**config.mk**
```make
export PLATFORM = sky130hd
export DESIGN_NAME = mem_bus_arbiter
export DESIGN_NICKNAME = d
export VERILOG_FILES = /design/src/rtl/mem_arb_pkg.sv /design/src/rtl/mem_arb_pick.sv /design/src/rtl/mem_bus_arbiter.sv
export SDC_FILE = /design/constraint.sdc
export NUM_CORES = 1
export LEC_CHECK = 0
export BUFFER_PORTS_ARGS = -buffer_cell sky130_fd_sc_hd__buf_2
export CORE_MARGIN = 5
export CORE_UTILIZATION = 49
export CTS_CLUSTER_SIZE = 20
export DETAILED_ROUTE_END_ITERATION = 12
export PLACE_DENSITY = 0.87
export SYNTH_ARGS = -nofsm -noshare
export SYNTH_HDL_FRONTEND = slang
export SYNTH_SLANG_ARGS = --single-unit
```
**constraint.sdc**
```tcl
create_clock -name clk -period 6.7 [get_ports clk]
set_input_delay 0.67 -clock clk [delete_from_list [all_inputs] [get_ports clk]]
set_output_delay 0.67 -clock clk [all_outputs]
set_load 0.05 [all_outputs]
```
**src/rtl/mem_arb_pkg.sv**
```systemverilog
// Shared types for the memory bus arbiter.
// Optional round-robin build: MEM_ARB_ROUND_ROBIN_EN.
package mem_arb_pkg;

    typedef enum logic [1:0] {
        IDLE = 2'd0,
        BUSY = 2'd1,
        RESP = 2'd2
    } state_t;

    typedef enum logic {
        REQ_IF = 1'b0,
        REQ_LS = 1'b1
    } req_id_t;

    localparam int BE_W = 4;
    localparam logic [BE_W-1:0] WE_NONE = 4'b0000;

endpackage

```
**src/rtl/mem_arb_pick.sv**
```systemverilog
// Combinational grant picker: LS wins a collision unless it won the last one.
module mem_arb_pick
    import mem_arb_pkg::*;
(
    input  logic if_req,
    input  logic ls_req,
    input  logic last,
    input  logic idle,
    output logic if_gnt,
    output logic ls_gnt
);

    logic ls_first;

    always_comb begin
        ls_first = (last == REQ_IF);
        ls_gnt   = idle & ls_req & (~if_req | ls_first);
        if_gnt   = idle & if_req & (~ls_req | ~ls_first);
    end

endmodule

```
**src/rtl/mem_bus_arbiter.sv**
```systemverilog
// Shares one external memory bus between instruction fetch and load/store.
// Define MEM_ARB_ROUND_ROBIN_EN for alternating priority on collisions.
module mem_bus_arbiter
    import mem_arb_pkg::*;
#(
    parameter int ADDR_W   = 32,
    parameter int DATA_W   = 32,
    parameter int MAX_WAIT = 15
) (
    input  logic              clk,
    input  logic              rst,
    input  logic              if_req,
    input  logic [ADDR_W-1:0] if_addr,
    output logic              if_gnt,
    output logic              if_done,
    output logic [DATA_W-1:0] if_rdata,
    input  logic              ls_req,
    input  logic              ls_re,
    input  logic [BE_W-1:0]   ls_we,
    input  logic [ADDR_W-1:0] ls_addr,
    input  logic [DATA_W-1:0] ls_wdata,
    output logic              ls_gnt,
    output logic              ls_done,
    output logic [DATA_W-1:0] ls_rdata,
    output logic              ls_err,
    output logic [ADDR_W-1:0] bus_addr,
    output logic              bus_re,
    output logic [BE_W-1:0]   bus_we,
    output logic [DATA_W-1:0] bus_wdata,
    input  logic [DATA_W-1:0] bus_rdata,
    input  logic              bus_ready
);

    localparam int CW = (MAX_WAIT > 0) ? $clog2(MAX_WAIT + 1) : 1;
    localparam logic [CW-1:0] WAIT_LIM = CW'(MAX_WAIT);

    state_t            state_q, state_d;
    req_id_t           who_q, who_d;
    logic [ADDR_W-1:0] addr_q, addr_d;
    logic [BE_W-1:0]   we_q, we_d;
    logic              re_q, re_d;
    logic [DATA_W-1:0] wdata_q, wdata_d;
    logic [CW-1:0]     wait_q, wait_d;
    logic              err_q, err_d;
    logic [DATA_W-1:0] if_rdata_q, if_rdata_d;
    logic [DATA_W-1:0] ls_rdata_q, ls_rdata_d;

    logic last_win;
    logic ls_null;
    logic timeout;

`ifdef MEM_ARB_ROUND_ROBIN_EN
    req_id_t last_q, last_d;

    always_comb begin
        last_d = last_q;
        if (ls_gnt) begin
            last_d = REQ_LS;
        end else if (if_gnt) begin
            last_d = REQ_IF;
        end
    end

    always_ff @(posedge clk or posedge rst) begin
        if (rst) begin
            last_q <= REQ_IF;
        end else begin
            last_q <= last_d;
        end
    end

    assign last_win = last_q;
`else
    assign last_win = REQ_IF;
`endif

    mem_arb_pick u_pick (
        .if_req (if_req),
        .ls_req (ls_req),
        .last   (last_win),
        .idle   ((state_q == IDLE) & ~rst),
        .if_gnt (if_gnt),
        .ls_gnt (ls_gnt)
    );

    assign ls_null = ~ls_re & (ls_we == WE_NONE);
    assign timeout = (MAX_WAIT > 0) && (wait_q == WAIT_LIM - CW'(1));

    always_ff @(posedge clk or posedge rst) begin
        if (rst) begin
            state_q    <= IDLE;
            who_q      <= REQ_IF;
            addr_q     <= '0;
            we_q       <= WE_NONE;
            re_q       <= 1'b0;
            wdata_q    <= '0;
            wait_q     <= '0;
            err_q      <= 1'b0;
            if_rdata_q <= '0;
            ls_rdata_q <= '0;
        end else begin
            state_q    <= state_d;
            who_q      <= who_d;
            addr_q     <= addr_d;
            we_q       <= we_d;
            re_q       <= re_d;
            wdata_q    <= wdata_d;
            wait_q     <= wait_d;
            err_q      <= err_d;
            if_rdata_q <= if_rdata_d;
            ls_rdata_q <= ls_rdata_d;
        end
    end

    always_comb begin
        state_d = state_q;
        unique case (state_q)
            IDLE: begin
                if (ls_gnt) begin
                    state_d = ls_null ? RESP : BUSY;
                end else if (if_gnt) begin
                    state_d = BUSY;
                end
            end
            BUSY: begin
                if (bus_ready || timeout) begin
                    state_d = RESP;
                end
            end
            RESP:    state_d = IDLE;
            default: state_d = IDLE;
        endcase
    end

    // Request latches, wait counter and read-data capture.
    always_comb begin
        who_d      = who_q;
        addr_d     = addr_q;
        we_d       = we_q;
        re_d       = re_q;
        wdata_d    = wdata_q;
        wait_d     = wait_q;
        err_d      = err_q;
        if_rdata_d = if_rdata_q;
        ls_rdata_d = ls_rdata_q;
        if (ls_gnt) begin
            who_d   = REQ_LS;
            addr_d  = ls_addr;
            we_d    = ls_we;
            re_d    = ls_re & (ls_we == WE_NONE);
            wdata_d = ls_wdata;
            wait_d  = '0;
            err_d   = 1'b0;
            if (ls_null) begin
                ls_rdata_d = '0;
            end
        end else if (if_gnt) begin
            who_d   = REQ_IF;
            addr_d  = if_addr;
            we_d    = WE_NONE;
            re_d    = 1'b1;
            wdata_d = '0;
            wait_d  = '0;
            err_d   = 1'b0;
        end
        if (state_q == BUSY) begin
            if (bus_ready) begin
                if (re_q && who_q == REQ_LS) begin
                    ls_rdata_d = bus_rdata;
                end else if (re_q) begin
                    if_rdata_d = bus_rdata;
                end
            end else if (timeout) begin
                err_d = 1'b1;
                if (who_q == REQ_LS) begin
                    ls_rdata_d = '0;
                end else begin
                    if_rdata_d = '0;
                end
            end else begin
                wait_d = wait_q + CW'(1);
            end
        end
    end

    always_comb begin
        bus_re    = 1'b0;
        bus_we    = WE_NONE;
        bus_addr  = '0;
        bus_wdata = '0;
        if (state_q == BUSY) begin
            bus_re    = re_q;
            bus_we    = we_q;
            bus_addr  = addr_q;
            bus_wdata = wdata_q;
        end
        if_done = (state_q == RESP) && (who_q == REQ_IF);
        ls_done = (state_q == RESP) && (who_q == REQ_LS);
        ls_err  = ls_done & err_q;
    end

    assign if_rdata = if_rdata_q;
    assign ls_rdata = ls_rdata_q;

endmodule

```
==> impl_metrics.env <==
export IMPL_status="complete, no violations"
export IMPL_ys_seq_area_frac=0.564
export IMPL_fin_tns_setup_ns=0
export IMPL_fmaxAchievable_mhz=271
export IMPL_grt_overflow_total=0
export IMPL_power_frac_clock=0.221
export IMPL_worst_ep_arrival_time_ns=3.02
export IMPL_synth_distinct_cells=35
export IMPL_synth_nets=817
export IMPL_cap_violations=0
export IMPL_tightest_slew_ns=1.16
export IMPL_final_cell_mix="buf_2, nand2_1, dfrtp_1"
export IMPL_ys_warn_count=0
export IMPL_initial_core_util=0.498
export IMPL_drc=0
export IMPL_grt_max_degree=106
export IMPL_synth_largest_area_cell="dfrtp_1"
export IMPL_ant_nets=0
export IMPL_port_buffers=275
export IMPL_drt_iter0_markers=489
export IMPL_cts_tree="done"
export IMPL_grt_usage=0.237
export IMPL_post_cts_resized=0
export IMPL_final_util=0.656
export IMPL_worst_setup_path_type="flip-flop to output port"
export IMPL_htree_levels=4
export IMPL_multi_input_area_um2=2480
export IMPL_die_w_um=123
export IMPL_clk_latency_ns=0.41
export IMPL_swShare=0.463
export IMPL_die_area_um2=15100
export IMPL_synth_top_area_frac=0.564
export IMPL_cp_max_fo=105
export IMPL_fillers=1016
export IMPL_avgSynthCellArea_um2=9.24
export IMPL_seq_power_share=0.336
export IMPL_postCtsSetupRepairBufs=0
export IMPL_ios=276
export IMPL_seq_area_um2=3530
export IMPL_core_area_um2=12600
export IMPL_hold_violations=0
export IMPL_cp_end_kind="output port"
export IMPL_power_uw=4090
export IMPL_clockBufferDepth=2
export IMPL_cts_buffers_inserted=17
export IMPL_setup_viol=0
export IMPL_p_comb_frac=0.443
export IMPL_clkSlewWorstSetupHoldPaths_ns=0.06
export IMPL_stdcell_area_um2=8240
export IMPL_drt_wl_total_mm=18.0
export IMPL_hpwl_mm=12.6
export IMPL_relSlewSlack=0.225
export IMPL_power_switching_uw=1890
export IMPL_critPathRequiredTime_ns=6.03
export IMPL_nNetsFinal=1063
export IMPL_cts_sink_count=141
export IMPL_rows=41
export IMPL_viasPerCell=5.28
export IMPL_wl_per_cell_um=16.3
export IMPL_fin_crit_ns=3.69
export IMPL_gp_congestion=0.784
export IMPL_antenna_found_initial=3
export IMPL_ir_worst_vdd_mv=0.201
export IMPL_vias=5860
export IMPL_drive_above_1_share=0.343
export IMPL_ys_ff_latch=141
export IMPL_rsz0062_at_grt="no"
export IMPL_synth_top_cells_by_area="dfrtp_1, nand2_1, and2_1"
export IMPL_slew_violations=0
export IMPL_start_kind="flip-flop"
export IMPL_cts_hold_buf=0
export IMPL_netlist_instances=677
export IMPL_hold_class="input port to asynchronous set/reset pin"
export IMPL_skew_ns=0.00615
export IMPL_die_h_um=123
export IMPL_leakagePower_uw=0.00448
export IMPL_firstDrtPassIters=5
export IMPL_area_delta_synth_final_pct=31.7
export IMPL_cts_root_buf="clkbuf_16"
export IMPL_power_density_nw_per_um2=496
export IMPL_syn_area_um2=6260
export IMPL_final_common_cell="buf_2"
export IMPL_grt_first_pass_wirelength_mm=28.3
export IMPL_placed_cell_area_um2=7660
export IMPL_first_global_vias=5726
export IMPL_p_int_uw=2190
export IMPL_finalCritPeriodShare=0.551
## final cells by class
cell class,instances,share of cell area
Inverter,4,0.00243
Clock buffer,18,0.0521
Timing Repair Buffer,280,0.172
Multi-Input combinational cell,479,0.301
Tap cell,172,0.0261
Sequential cell,141,0.428
Clock inverter,14,0.0178
Antenna cell,2,0.000607
## worst paths after layout
kind                                         start                       to  slack [ns]  cells after the start
max in group asynchronous                      rst    ls_rdata[9]$_DFF_PP0_        4.95                      3
min                                            rst      wait_q[2]$_DFF_PP0_        0.33                      2
max reg2reg                 state_q[1]$_DFFE_PP0P_   ls_rdata[24]$_DFF_PP0_        3.16                      6
min reg2reg                wdata_q[31]$_DFFE_PP0P_  wdata_q[31]$_DFFE_PP0P_        0.48                      2
max                         state_q[1]$_DFFE_PP0P_                   ls_gnt        3.01                      4
min in group clk                       ls_wdata[6]   wdata_q[6]$_DFFE_PP0P_        0.45                      3
## power groups by stage
stage | registers [µW] | logic [µW] | clock network (µW)
after detailed placement | 1380 | 1820 | 0
after global placement | 1370 | 1780 | 0
final | 1370 | 1810 | 904
after floorplan | 1980 | 762 | 0
after CTS | 1370 | 1820 | 922
after global routing | 1410 | 1920 | 963
## flip-flops by register name, summed over array words and instances (netlist names)
register,flops
addr_q,32
if_rdata,32
wait_q,4
err_q,1
we_q,4
wdata_q,32
ls_rdata,32
state_q,2
re_q,1
who_q,1
## cells by family after synthesis
kind of cell / Yosys count / synth area share
AO/OA/AOI/OAI: 104 / 0.110
adder cells (fa/ha/maj): 2 / 0.00400
buffers and inverters: 57 / 0.0414
flip-flops: 141 / 0.564
multiplexers: 2 / 0.00320
AND/OR/NAND/NOR: 371 / 0.278
## routing by layer
layer / part of all wire / GRT usage / vias up
li1: - / - / 2764
met1: 0.40 / 0.300 / 2819
met2: 0.49 / 0.385 / 251
met3: 0.096 / 0.0737 / 24
met4: 0.020 / 0.0893 / 2
met5: 0.00072 / 0 / -
## cell usage after synthesis
library cell  count
a21oi_1          33
a22o_1           32
a31oi_1          33
a32o_1            1
and2_1           71
and3_1            2
and3b_1           1
and4b_1           1
buf_1             2
buf_2            27
buf_4             3
clkbuf_1         21
dfrtp_1         141
ha_1              2
inv_1             2
inv_2             2
mux2i_1           2
nand2_1         178
nand2_2           1
nand3_1          71
nand3b_1          1
nand3b_2          1
nand4_1           1
nor2_1           35
nor2b_1           1
nor3_1            1
nor3b_1           1
nor3b_2           1
nor3b_4           1
nor4_1            1
nor4_2            1
o21ai_0           3
o21ai_1           1
o22ai_1           1
or2_0             1
## metrics by stage
| step | setup WS [ns] | instances | hold slack, ns |
|---|---|---|---|
| after floorplan | 2.25 | 677 | 0.458 |
| after CTS | 2.97 | 1108 | 0.353 |
| final | 3.01 | 1110 | 0.332 |
| after global placement | 2.88 | 1076 | 0.472 |
| after global routing | 2.73 | 1110 | 0.382 |
| after detailed placement | 2.82 | 1076 | 0.475 |
## critical path, stage by stage, from the launching register on
cell and delay (ns):
dfrtp_1 0.47, nor3_1 0.33, nand2_4 0.59, inv_2 0.81, buf_2 0.39
Note: power is estimated with default switching activity, not from simulation.
